`src/rtl/gol_pkg.sv`:
```
// Shared types and helpers for the Game-of-Life sequencer.
// Board geometry defaults, FSM states and wrap/seed helpers.
package gol_pkg;

    localparam int GOL_WIDTH     = 10;
    localparam int GOL_HEIGHT    = 9;
    localparam int INJ_ROW_FIRST = 3;
    localparam int INJ_ROW_LAST  = 5;
    localparam int MAX_CELLS     = 1024;

    typedef enum logic [1:0] {
        IDLE,
        COMPUTE,
        WAIT_VB,
        COMMIT
    } state_t;

    function automatic int wrap_dec(int i, int n);
        return (i == 0) ? n - 1 : i - 1;
    endfunction

    function automatic int wrap_inc(int i, int n);
        return (i == n - 1) ? 0 : i + 1;
    endfunction

    // Glider heading down-right; w is the board width.
    function automatic logic [MAX_CELLS-1:0] glider_seed(int w);
        logic [MAX_CELLS-1:0] one;
        one    = '0;
        one[0] = 1'b1;
        return (one << (6 * w + 6))
             | (one << (7 * w + 7))
             | (one << (8 * w + 5))
             | (one << (8 * w + 6))
             | (one << (8 * w + 7));
    endfunction

endpackage

```
`src/rtl/gol_cell_rule.sv`:
```
// B3/S23 next-state rule for a single cell.
// Purely combinational; fed by the sequencer's neighbour mux.
module gol_cell_rule (
    input  logic [7:0] nbrs,
    input  logic       alive,
    output logic       alive_next
);

    logic [3:0] cnt;

    always_comb begin
        cnt = '0;
        for (int i = 0; i < 8; i++) begin
            cnt = cnt + {3'b000, nbrs[i]};
        end
        alive_next = (cnt == 4'd3) || ((cnt == 4'd2) && alive);
    end

endmodule

```
`src/rtl/gol_sequencer.sv`:
```
// Owns the committed board and steps one generation at a time.
// Cells are evaluated one per cycle into a shadow, committed in vblank.
module gol_sequencer
    import gol_pkg::*;
#(
    parameter int WIDTH    = GOL_WIDTH,
    parameter int HEIGHT   = GOL_HEIGHT,
    parameter int TICK_DIV = 16777216,
    parameter int GEN_W    = 16
) (
    input  logic                    clk,
    input  logic                    rst,
    input  logic                    run,
    input  logic                    step,
    input  logic                    load,
    input  logic [WIDTH*HEIGHT-1:0] load_data,
    input  logic [2:0]              left,
    input  logic [2:0]              right,
    input  logic                    vblank,
    output logic [WIDTH*HEIGHT-1:0] board,
    output logic [GEN_W-1:0]        gen_count,
    output logic                    busy,
    output logic                    gen_done
);

    localparam int N  = WIDTH * HEIGHT;
    localparam int IW = $clog2(N);
    localparam int RW = $clog2(HEIGHT);
    localparam int CW = $clog2(WIDTH);
    localparam int TW = $clog2(TICK_DIV);

    localparam logic [MAX_CELLS-1:0] SEED_ALL = glider_seed(WIDTH);
    localparam logic [N-1:0]         SEED     = SEED_ALL[N-1:0];

    state_t         state;
    logic [N-1:0]   shadow;
    logic [IW-1:0]  idx;
    logic [RW-1:0]  row;
    logic [CW-1:0]  col;
    logic [TW-1:0]  tick;
    logic           pending;

    logic [7:0]     nbrs;
    logic           self_bit;
    logic           next_bit;
    logic           trigger;
    logic           go;
    logic           last_cell;
    logic [N-1:0]   inj_board;

    // Neighbours always come from the committed board, wrapped toroidally.
    always_comb begin
        int r, c, rn, rs, cw, ce;
        r  = int'(row);
        c  = int'(col);
        rn = wrap_dec(r, HEIGHT);
        rs = wrap_inc(r, HEIGHT);
        cw = wrap_dec(c, WIDTH);
        ce = wrap_inc(c, WIDTH);
        nbrs[0]  = board[IW'(rn * WIDTH + cw)];
        nbrs[1]  = board[IW'(rn * WIDTH + c)];
        nbrs[2]  = board[IW'(rn * WIDTH + ce)];
        nbrs[3]  = board[IW'(r * WIDTH + cw)];
        nbrs[4]  = board[IW'(r * WIDTH + ce)];
        nbrs[5]  = board[IW'(rs * WIDTH + cw)];
        nbrs[6]  = board[IW'(rs * WIDTH + c)];
        nbrs[7]  = board[IW'(rs * WIDTH + ce)];
        self_bit = board[idx];
    end

    gol_cell_rule u_rule (
        .nbrs       (nbrs),
        .alive      (self_bit),
        .alive_next (next_bit)
    );

    always_comb begin
        inj_board = shadow;
        for (int r = INJ_ROW_FIRST; r <= INJ_ROW_LAST; r++) begin
            inj_board[IW'(r * WIDTH)] =
                left[2'(r - INJ_ROW_FIRST)];
            inj_board[IW'(r * WIDTH + WIDTH - 1)] =
                right[2'(r - INJ_ROW_FIRST)];
        end
    end

    // Trigger fires as the count would reach TICK_DIV-1.
    assign trigger   = run && (state == IDLE)
                    && (tick == TW'(TICK_DIV - 2));
    assign go        = trigger || pending || step;
    assign last_cell = (idx == IW'(N - 1));

    always_ff @(posedge clk) begin
        if (rst) begin
            board     <= SEED;
            shadow    <= '0;
            gen_count <= '0;
            gen_done  <= 1'b0;
            busy      <= 1'b0;
            tick      <= '0;
            pending   <= 1'b0;
            idx       <= '0;
            row       <= '0;
            col       <= '0;
            state     <= IDLE;
        end else if (load) begin
            board     <= load_data;
            gen_count <= '0;
            gen_done  <= 1'b0;
            busy      <= 1'b0;
            tick      <= '0;
            pending   <= 1'b0;
            idx       <= '0;
            row       <= '0;
            col       <= '0;
            state     <= IDLE;
        end else begin
            gen_done <= 1'b0;
            if (!run) begin
                tick <= '0;
            end else if (state == IDLE) begin
                tick <= trigger ? '0 : tick + 1'b1;
            end
            if (step && state != IDLE) begin
                pending <= 1'b1;
            end
            unique case (state)
                IDLE: begin
                    if (go) begin
                        pending <= 1'b0;
                        busy    <= 1'b1;
                        idx     <= '0;
                        row     <= '0;
                        col     <= '0;
                        state   <= COMPUTE;
                    end
                end
                COMPUTE: begin
                    shadow[idx] <= next_bit;
                    if (last_cell) begin
                        state <= WAIT_VB;
                    end else begin
                        idx <= idx + 1'b1;
                        if (col == CW'(WIDTH - 1)) begin
                            col <= '0;
                            row <= row + 1'b1;
                        end else begin
                            col <= col + 1'b1;
                        end
                    end
                end
                WAIT_VB: begin
                    if (vblank) begin
                        board     <= inj_board;
                        gen_count <= gen_count + 1'b1;
                        gen_done  <= 1'b1;
                        state     <= COMMIT;
                    end
                end
                COMMIT: begin
                    busy  <= 1'b0;
                    state <= IDLE;
                end
                default: state <= IDLE;
            endcase
        end
    end

endmodule

```
`config.mk`:
```
export PLATFORM = sky130hd
export DESIGN_NAME = gol_sequencer
export DESIGN_NICKNAME = d
export VERILOG_FILES = /design/src/rtl/gol_pkg.sv /design/src/rtl/gol_cell_rule.sv /design/src/rtl/gol_sequencer.sv
export SDC_FILE = /design/constraint.sdc
export NUM_CORES = 1
export LEC_CHECK = 0
export BUFFER_PORTS_ARGS = -buffer_cell sky130_fd_sc_hd__buf_2
export CAP_MARGIN = 20
export CORE_ASPECT_RATIO = 1.25
export CORE_MARGIN = 2
export CORE_UTILIZATION = 62
export CTS_BUF_LIST = sky130_fd_sc_hd__clkbuf_2 sky130_fd_sc_hd__clkbuf_4 sky130_fd_sc_hd__clkbuf_8
export CTS_CLUSTER_DIAMETER = 80
export DETAILED_ROUTE_END_ITERATION = 6
export PLACE_DENSITY = 0.8
export SLEW_MARGIN = 20
export SYNTH_ARGS = -nofsm -noshare
export SYNTH_HDL_FRONTEND = slang
export SYNTH_SLANG_ARGS = --single-unit
```
`constraint.sdc`:
```
create_clock -name clk -period 10.4 [get_ports clk]
set_input_delay 1.04 -clock clk [delete_from_list [all_inputs] [get_ports clk]]
set_output_delay 1.04 -clock clk [all_outputs]
set_load 0.005 [all_outputs]
```
# Word-level counts from Yosys, hierarchy flattened

Index checks and enable logic that the tools add are counted.

Add/sub/neg operators: 24
Multipliers: 3
Divide/modulo/power cells: 0
Order comparisons: 10
Eq/ne operators: 15
Shifts and indexed selects: 0
Multiplexer cells: 57
Bitwise operators: 3
Reductions and logical operators: 26

Operators by type and width:

| cell                    | number |
|---|---|
| $mux W90                | 3 |
| $bwmux W90              | 1 |
| $lt A7 B9 Y1 const B    | 8 |
| $bmux W1 S7             | 9 |
| $mul A32 B4 Y6 const B  | 1 |
| $mux W32                | 1 |
| $add A7 B5 Y7           | 4 |
| $add A24 B1 Y24 const B | 1 |
| $add A4 B1 Y4           | 6 |
| $eq A24 B24 Y1 const B  | 1 |
| $mux W24                | 1 |
| $mux W1                 | 23 |
| $add A7 B7 Y7           | 3 |
| $mux W7                 | 3 |
| $mux W4                 | 5 |
| $add A16 B1 Y16 const B | 1 |
| $pmux W4 S2             | 2 |
| $pmux W7 S2             | 1 |
| $eq A4 B4 Y1 const B    | 3 |
| $add A4 B1 Y5 const B   | 2 |
| $mux W5                 | 2 |
| $ne A2 B2 Y1 const B    | 5 |
| $reduce_bool A2 Y1      | 5 |
| $sub A4 B1 Y5 const B   | 2 |
| other kinds (26)        | 45 |

Register bits after elaboration: 240
Bits in latches: 0
Memory bits (writable): 0
Memory bits (read-only): 0
Bits of input ports: 102
Output and inout bits: 108
Logic and storage cells: 149
Memories kept: 0

# Longest topological paths before layout

Gate-level depths: netlist of run 1.

Depth in word-level cells: 18
Gate-level depth with buffers: 33
Mapped depth without buffers: 29

# Modules after synthesis

Synthesis of run 1 repeated with hierarchy kept, for this count alone.

Cell total of the unflattened synthesis: 2,077
Area total of the unflattened synthesis: 18,941.9 µm²

Modules (own cells, without submodules):

| module        | instances | cells each | area each (µm²) | sequential area each (µm²) |
|---|---|---|---|---|
| gol_sequencer | 1         | 2,054      | 18,756.7        | 4,684.5 |
| gol_cell_rule | 1         | 23         | 185.2           | 0.0 |

# Worst setup path before layout of run 1

OpenSTA, ideal clock, no wires.

Path type: register -> register
From: register col[0]
To: register shadow[41]
Setup time: 70 ps
Arrival time: 7,443 ps
Required time: 10,330 ps
Setup slack: 2,887 ps
Stages on the path, launching flop included: 31
Buffers on the path: 8
Period minus slack after synthesis: 7,513 ps
Cells stage by stage: dfxtp_1 buf_2 buf_6 buf_4 buf_4 buf_2 buf_2 nor2_1 mux2i_1 fa_1 xor2_1 mux4_2 mux2_2 o21ai_0 o22ai_1 ha_1 inv_1 fa_1 fa_1 inv_1 fa_1 inv_1 fa_1 a2111oi_0 a21oi_1 nor2_1 and2_1 buf_2 clkbuf_1 mux2i_1 a21oi_1

Cells in the longest elaborated chain, start to end: 17
Elaborated cells on any way between the ends: 50
Classes of those cells: add/sub: 17; eq/ne: 3; mux: 27; reduce/logical: 3

Ends and longest elaborated chain:

| what                                              | RTL line             | RTL |
|---|---|---|
| start: declaration                                | gol_sequencer.sv:39  | `logic [CW-1:0] col;` |
| start signal: assignment                          | gol_sequencer.sv:148 | `col <= col + 1'b1;` |
| $sub A4 B1 Y5 or $logic_not A4 Y1 (tied branches) | gol_pkg.sv:19        | `return (i == 0) ? n - 1 : i - 1;` |
| $mux W7                                           | gol_pkg.sv:19        |  |
| $add A7 B7 Y7                                     | gol_sequencer.sv:60  | `nbrs[0] = board[IW'(rn * WIDTH + cw)];` |
| $bmux W1 S7                                       | gol_sequencer.sv:60  |  |
| $mux W1 (not written as such) (2 in a row)        | gol_sequencer.sv:60  |  |
| $add A1 B1 Y2                                     | gol_cell_rule.sv:14  | `cnt = cnt + {3'b000, nbrs[i]};` |
| $add A4 B1 Y4 (5 in a row)                        | gol_cell_rule.sv:14  |  |
| $add A4 B1 Y4 (*)                                 | gol_cell_rule.sv:14  |  |
| $eq A4 B2 Y1                                      | gol_cell_rule.sv:16  | `alive_next = (cnt == 4'd3) \|\| ((cnt == 4'd2) && alive);` |
| $logic_and A1 B1 Y1                               | gol_cell_rule.sv:16  |  |
| $logic_or A1 B1 Y1 (*)                            | gol_cell_rule.sv:16  |  |
| $bwmux W90 (*)                                    | gol_sequencer.sv:139 | `shadow[idx] <= next_bit;` |
| end signal: indexed assignment                    | gol_sequencer.sv:139 |  |
| end: declaration                                  | gol_sequencer.sv:36  | `logic [N-1:0] shadow;` |

Mark *: on every way between the ends. The rest lies on a longest branch, timed or not. The select of a mux whose other input is x is not followed.
A chain may end at the register's enable or synchronous reset.

# Worst setup path after layout of run 1

From: register row[1]
To: register shadow[38]

Cells in the longest elaborated chain, start to end: 18
Elaborated cells on any way between the ends: 53
Classes of those cells: add/sub: 17; mul: 3; eq/ne: 3; mux: 27; reduce/logical: 3

Ends and longest elaborated chain:

| what                                              | RTL line                                                      | RTL |
|---|---|---|
| start: declaration                                | gol_sequencer.sv:38                                           | `logic [RW-1:0] row;` |
| start signal: assignment                          | gol_sequencer.sv:146                                          | `row <= row + 1'b1;` |
| $sub A4 B1 Y5 or $logic_not A4 Y1 (tied branches) | gol_pkg.sv:19                                                 |  |
| $mux W32                                          | gol_pkg.sv:19                                                 |  |
| $mul A32 B4 Y6                                    | gol_sequencer.sv:60, gol_sequencer.sv:61, gol_sequencer.sv:62 |  |
| $add A7 B7 Y7 or $add A7 B5 Y7 (tied branches)    | gol_sequencer.sv:60, gol_sequencer.sv:61                      |  |
| $bmux W1 S7, on equally long branches             | gol_sequencer.sv:60, gol_sequencer.sv:61                      |  |
| $mux W1, on equally long branches (2 in a row)    | gol_sequencer.sv:60, gol_sequencer.sv:61                      |  |
| $add A1 B1 Y2                                     | gol_cell_rule.sv:14                                           |  |
| $add A4 B1 Y4 (5 in a row)                        | gol_cell_rule.sv:14                                           |  |
| $add A4 B1 Y4 (*)                                 | gol_cell_rule.sv:14                                           |  |
| $eq A4 B2 Y1                                      | gol_cell_rule.sv:16                                           |  |
| $logic_and A1 B1 Y1                               | gol_cell_rule.sv:16                                           |  |
| $logic_or A1 B1 Y1 (*)                            | gol_cell_rule.sv:16                                           |  |
| $bwmux W90 (*)                                    | gol_sequencer.sv:139                                          |  |

Marked as above.

==> results of run 1 <==
synth_stat cells (5+ instances only):
cell,number
nand3b_1,53
nor2_1,212
nand2b_1,17
nor3_1,26
and3_1,12
buf_1,20
a21oi_1,249
buf_6,10
ha_1,59
buf_2,25
fa_1,15
or2_2,6
a21o_1,16
nor4_1,5
mux2_2,8
xor2_1,35
and2_1,6
or3_1,12
o21ai_1,24
mux2i_1,102
nand3_1,54
dfxtp_1,234
nand2_1,301
nand4_1,16
inv_1,31
buf_4,9
mux4_2,189
o31ai_1,10
a22oi_1,8
a211oi_1,6
o21ai_0,58
xnor2_1,40
clkbuf_1,82
nor2b_1,24
cell families (layout without fill, tap and decap cells):
group                    after synthesis  in the layout  synth area share [%]
buffers and inverters                182            336                 4.565
other                                  1              5               0.02033
AND/OR/NAND/NOR                      759            759                 18.75
AO/OA/AOI/OAI                        413            413                 12.55
multiplexers                         302            302                 29.53
XOR/XNOR                              75             75                 3.561
adder cells (fa/ha/maj)               74             74                 5.630
flip-flops                           234            234                 25.40
layout make-up:
| type | instances | area (um2) |
|---|---|---|
| clock buffers | 60 | 769.5 |
| clock inverters | 9 | 102.6 |
| fillers | 2326 | 8870 |
| inverters | 33 | 123.9 |
| multi-input cells | 1628 | 12960 |
| flip-flops and latches | 234 | 4690 |
| well taps | 396 | 495.5 |
| repair buffers | 234 | 1244 |
stage by stage:
step / power [W] / utilization (%) / instance area (um2) / worst slack, ns / instances
after global placement: 0.001370 / 66.66 / 19500 / 1.823 / 2525
final: 0.002280 / 69.68 / 20380 / 1.556 / 2594
after floorplan: 0.001243 / - / 18460 / 2.887 / 2044
after CTS: 0.002272 / 69.66 / 20380 / 1.672 / 2594
after global routing: 0.002357 / 69.68 / 20380 / 1.050 / 2594
after detailed placement: 0.001378 / 66.68 / 19510 / 1.676 / 2525
where the power goes:
part	total, W	internal [W]	switching (W)	leakage [nW]
Sequential	0.000989	0.000917	0.0000723	1.90
Clock	0.000906	0.000523	0.000383	0.465
Combinational	0.000385	0.000172	0.000212	5.09
Total	0.00228	0.00161	0.000667	7.46
worst paths after layout:
path / from / to / slack, ns / cells after the start
worst max register to register: row[1] / shadow[38] / 1.56 / 24
worst max-delay path: row[1] / shadow[38] / 1.56 / 24
worst min-delay path: shadow[4] / shadow[4] / 0.48 / 2
worst min register to register: shadow[4] / shadow[4] / 0.48 / 2
worst max-delay path, delay by kind of cell, from the launching register on:
family                   cells  cell delay [ns]
multiplexers                 4             1.27
buffers and inverters        4             0.62
flip-flops                   1             0.65
AO/OA/AOI/OAI                5             1.65
adder cells (fa/ha/maj)      8             2.84
XOR/XNOR                     1             0.70
AND/OR/NAND/NOR              2             0.98
registers in the layout, summed over array words and instances (netlist names):
signal and flops:
board 90, shadow 84, tick 24, gen_count 16, idx 7, col 4, row 4, state 2
busy 1, gen_done 1, pending 1
routing by layer:
metal	share of wire, %	vias up	track usage (%)
met5	0	-	0
li1	-	7729	-
met1	36	8236	50.74
met2	45	1255	58.87
met4	6.8	0	22.82
met3	12	286	8.201
==> run_results.csv, run 1 <==
group,metric,value,unit
status,status,"finished clean",
floorplan,start_util,63.06,%
logic_synthesis,ys.flop_type,"dfxtp_1",
critical_path,worst-setup-path-type,"flop to flop",
clocking,cts_made_buffers,40,
clocking,clk_latency,0.57,ns
critical_path,crit_arrival,9.30,ns
layout,drive_above_1_share,23.70,%
drt,drt-pass1-iter-count,6,
grt,grt_pass1_wl,93120,um
critical_path,start_kind,"flop",
sta,max_freq,113.1,MHz
grt,grt-ovfl-total,0,
grt,grt_usage,38.63,%
drt,detail_route.wl_per_cell,23.24,um
drt,drt-initial-drc-count,2329,
run,drv_cap,0,
clocking,htree_num_levels,2,
placed_design,dp_hpwl,42310,um
placed_design,io_buffers,207,
sta,setup-violations-final,0,
logic_synthesis,syn_area,18450,um2
clocking,cts.sinks,234,
sta,tightest_slew,1.164,ns
critical_path,crit_chain,"inv_1 -> ha_1 -> a21oi_1 -> ha_1 -> ha_1 -> ha_1 -> xnor2_1 -> mux4_2 -> mux2i_1 -> mux2i_1 -> a21oi_1 -> fa_1 -> fa_1 -> inv_1 -> fa_1 -> inv_1 -> fa_1 -> a2111oi_0 -> a21oi_1 -> nor2_1 -> buf_4 -> and2_1 -> mux2i_1 -> a21oi_1",
drt,vias,17506,
critical_path,cp.required,10.86,ns
clocking,cts_resized,0,
clocking,root_buffer,"clkbuf_8",
critical_path,crit_slowest_cell,"and2_1",
placed_design,gp_congestion,1.015,
grt,grt_max_degree,105,
critical_path,crit_fanout,28,
power_and_ir_drop,p_per_area,111.8,nW/um2
sta,period_share,85.04,%
logic_synthesis,syn_area_per_cell,9.042,um2
logic_synthesis,ys_seq_area_share,25.40,%
logic_synthesis,ys_async_sr_fraction,0,%
logic_synthesis,synth-edff-count,0,
layout,finalNetCount,2347,
sta,fin_crit,8.844,ns
sta,hold_viol,0,
drt,wl,60290,um
layout,most-common-layout-cells,"nand2_1, a21oi_1, dfxtp_1, nor2_1, buf_2",
layout,area_growth,10.50,%
grt,antenna_found_initial,0,
floorplan,die_w,158.3,um
sta,tns,0,ns
logic_synthesis,ys.warnings.count,0,
power_and_ir_drop,power.ir.vdd_worst,0.1184,mV
logic_synthesis,synth_cells,2040,
clocking,clk_pin_slew_worst_paths,0.06,ns
drt,post-route-drc-count,0,
sta,slew_headroom,21.68,%
drt,via_per_inst,6.749,
power_and_ir_drop,leakage,7.461,nW
sta,drv_slew,0,
sta,rsz0062_at_grt,"false",
logic_synthesis,yosys.area.top_type_share,25.40,%
layout,antenna_cells,0,
floorplan,die_y,196.9,um
floorplan,io_pins,210,
floorplan,rows,70,
clocking,cts_setup_buffers,0,
drt,ant_nets,0,
clocking,hold_buffers,0,
clocking,clock_path_buffers,3,
logic_synthesis,yosysUniqueCellTypes,69,
logic_synthesis,synth_top_cell_by_area,"dfxtp_1",
critical_path,crit_path_end_kind,"flop",
floorplan,die_area,31160,um2
critical_path,cp_slowest_stage_delay,0.84,ns
layout,layout_commonest_cell,"nand2_1",
worst_hold_path,hold_class,"flop to flop",
floorplan,core,29250,um2
logic_synthesis,ys_top_cells_by_area,"dfxtp_1, mux4_2, a21oi_1",
logic_synthesis,synth_seq_cells,234,
clocking,tritoncts,"yes",
sta,finClkSkew,0.03295,ns
sta,hold_slack,0.4828,ns
grt,grt_pass1_vias,16859,
No activity file was read; power rests on OpenSTA's default activity.
==> run 2: changes to the inputs <==
--- a/config.mk
+++ b/config.mk
@@ -13,8 +13,10 @@
 export CTS_BUF_LIST = sky130_fd_sc_hd__clkbuf_2 sky130_fd_sc_hd__clkbuf_4 sky130_fd_sc_hd__clkbuf_8
 export CTS_CLUSTER_DIAMETER = 80
 export DETAILED_ROUTE_END_ITERATION = 6
+export MAX_ROUTING_LAYER = met4
 export PLACE_DENSITY = 0.8
 export SLEW_MARGIN = 20
 export SYNTH_ARGS = -nofsm -noshare
 export SYNTH_HDL_FRONTEND = slang
+export SYNTH_HIERARCHICAL = 1
 export SYNTH_SLANG_ARGS = --single-unit
==> run 2 against run 1 <==
Sequential share of layout area down 0.42 points. Power down 2.0%. Final cell count up 1.3%. Flip-flop and latch count unchanged. Fmax up 11%. Register-to-register slack better by 0.86 ns. Global-route usage up 1.9 points.
==> run_results.csv, run 2 <==
group,metric,value,unit
placed_design,io_buffers,207,
placed_design,dp_hpwl,44500,um
grt,grt_pass1_vias,17543,
layout,area_growth,9.558,%
grt,grt_pass1_wl,97780,um
logic_synthesis,yosys.area.top_type_share,25.44,%
logic_synthesis,synth_compound_area_share,12.58,%
logic_synthesis,synth_top_family_by_area,"multiplexers",
critical_path,start_kind,"flop",
sta,finClkSkew,0.02357,ns
power_and_ir_drop,p_clk_share,36.6,%
layout,drive_above_1_share,24.12,%
clocking,cts_setup_buffers,0,
logic_synthesis,ys.flop_type,"dfxtp_1",
layout,finalNetCount,2374,
logic_synthesis,synth-edff-count,0,
clocking,root_buffer,"clkbuf_8",
critical_path,crit_arrival,8.45,ns
sta,fin_crit,7.987,ns
worst_hold_path,hold_class,"flop to flop",
power_and_ir_drop,p_per_area,107.6,nW/um2
logic_synthesis,syn_area,18940,um2
sta,period_share,76.80,%
sta,tightest_slew,1.149,ns
layout,layout_commonest_cell,"nand2_1",
logic_synthesis,syn_area_per_cell,9.120,um2
clocking,cts_made_buffers,38,
floorplan,core,30120,um2
grt,grt_usage,40.50,%
sta,hold_slack,0.4553,ns
grt,grt-ovfl-total,0,
logic_synthesis,synth_common_cells,"nand2_1, a21oi_1, dfxtp_1",
layout,most-common-layout-cells,"nand2_1, a21oi_1, dfxtp_1, nor2_1, mux4_2",
floorplan,rows,71,
status,status,"finished clean",
logic_synthesis,synthAdderAreaFrac,5.416,%
clocking,clk_latency,0.55,ns
floorplan,die_w,160.3,um
power_and_ir_drop,p_seq_share,45.1,%
power_and_ir_drop,intPower,0.001558,W
clocking,htree_num_levels,2,
drt,drt-pass1-iter-count,6,
sta,slew_headroom,23.14,%
logic_synthesis,synth_cells,2077,
floorplan,start_util,62.90,%
placed_design,pre_cts_slack,2.496,ns
power_and_ir_drop,power_frac_comb,18.3,%
floorplan,die_y,199.4,um
sta,fin_ws,2.413,ns
critical_path,worst-setup-path-type,"flop to flop",
clocking,cts_resized,0,
sta,setup-violations-final,0,
power_and_ir_drop,power.ir.vdd_worst,0.1135,mV
logic_synthesis,ys_seq_area_share,24.73,%
sta,tns,0,ns
critical_path,crit_fanout,43,
logic_synthesis,ys.warnings.count,6,
layout,largest_reg_flops,90,
layout,top_regs,"board: 90 flops, shadow: 84 flops, tick: 24 flops",
clocking,tritoncts,"yes",
placed_design,gp_congestion,0.9682,
layout,fin_util,68.91,%
sta,rsz0062_at_grt,"false",
critical_path,crit_path_end_kind,"flop",
logic_synthesis,ys_top_cells_by_area,"mux4_2, dfxtp_1, a21oi_1",
power_and_ir_drop,p_sw,0.0006752,W
floorplan,die_area,31970,um2
power_and_ir_drop,switching_share,30.23,%
sta,drv_slew,0,
clocking,hold_buffers,0,
layout,num-fill-cells,2394,
logic_synthesis,ys_async_sr_fraction,0,%
sta,hold_viol,0,
logic_synthesis,synth_seq_cells,234,
drt,post-route-drc-count,0,
logic_synthesis,muxShareOfSynthArea,30.90,%
power_and_ir_drop,leakage,7.999,nW
drt,wl,63370,um
drt,detail_route.wl_per_cell,24.12,um
critical_path,cp.required,10.86,ns
grt,antenna_found_initial,5,
logic_synthesis,yosysMostFrequentCell,"nand2_1",
drt,via_per_inst,6.913,
drt,drt-initial-drc-count,2493,
drt,ant_nets,0,
grt,grt_max_degree,108,
logic_synthesis,yosysUniqueCellTypes,74,
layout,regMostFlops,"board",
sta,max_freq,125.2,MHz
floorplan,io_pins,210,
logic_synthesis,synth_top_cell_by_area,"mux4_2",
logic_synthesis,yosys.area_share.simple,17.55,%
clocking,clock_path_buffers,3,
clocking,cts.sinks,234,
logic_synthesis,synth-xor-area-share,3.904,%
drt,vias,18160,
clocking,clk_pin_slew_worst_paths,0.06,ns
run,drv_cap,0,
-- run 2: cell count changes in the layout (fill, tap and decap cells not counted), sizes merged, moves of 9 or more --
cell	change
o211ai	+9
mux4	+22
nand3	+22
nor2	+9
mux2i	-10
inv	+15
nor3	-9
nor2b	-15
o21ai	-18
nand3b	-44
nand2	+19
-- run 2: through the flow --
stage / instance area, um2 / total power [W] / std cells
final: 20750 / 0.002234 / 2627
after global routing: 20750 / 0.002309 / 2627
after CTS: 20730 / 0.002218 / 2623
after detailed placement: 19970 / 0.001417 / 2560
after global placement: 19970 / 0.001405 / 2560
after floorplan: 18960 / 0.001268 / 2081
-- run 2: area by class of cell --
type / instances / area, um2 / area share [%]
antenna: 4 / 10.01 / 0.04823
clock buffer: 57 / 703.2 / 3.388
clock inverter: 6 / 57.56 / 0.2773
inverter: 48 / 180.2 / 0.8682
multi-input combinational: 1643 / 13370 / 64.42
sequential: 234 / 4688 / 22.59
tap: 401 / 501.7 / 2.418
timing repair buffer: 234 / 1244 / 5.993
-- run 2: power by group through the flow --
stage	Clock, W	Sequential, W	Combinational (W)
4_1_cts	0.000819	0.000997	0.000402
5_1_grt	0.000864	0.00100	0.000442
2_1_floorplan	0	0.000973	0.000296
3_3_place_gp	0	0.00101	0.000391
6_report	0.000818	0.00101	0.000408
3_5_place_dp	0	0.00102	0.000400
-- run 2: worst paths after layout --
kind / start / endpoint / slack [ns] / cells past startpoint
worst min-delay path: shadow[1] / shadow[1] / 0.46 / 2
worst min register to register: shadow[1] / shadow[1] / 0.46 / 2
worst max-delay path: row[0] / shadow[62] / 2.41 / 26
worst max register to register: row[0] / shadow[62] / 2.41 / 26
-- run 2: cell families (layout without fill, tap and decap cells) --
logic type	count (synthesis)	count (layout)
DFF	234	234
adders and majority gates	73	73
AOI/OAI and AO/OA	414	414
xor gates and xnor gates	77	77
buffers and inverters	204	345
muxes	316	316
other	1	9
and+or+nand+nor	758	758
-- run 2: routing by layer --
metal | GRT usage, % | vias up | wire length [um]
li1 | - | 7870 | -
met1 | 49.81 | 8603 | 22270
met2 | 63.06 | 1385 | 29480
met3 | 7.700 | 302 | 7589
met4 | 23.52 | 0 | 4039
met5 | - | - | 0
-- run 2: worst max-delay path: stages (launching register included) --
cell and delay (ns):
dfxtp_1 0.63, inv_1 0.22, ha_1 0.36, a21oi_1 0.73, ha_1 0.39, ha_1 0.19
inv_1 0.07, fa_1 0.46, inv_1 0.15, ha_1 0.17, nand2_1 0.06, o21bai_1 0.15
xor3_1 0.33, or3_1 0.40, o211ai_1 0.10, inv_1 0.08, fa_1 0.58, fa_1 0.45
fa_1 0.49, inv_1 0.05, ha_1 0.20, fa_1 0.38, or2_0 0.26, a21oi_4 0.22
buf_4 0.43, nand4_1 0.14, a21oi_1 0.18
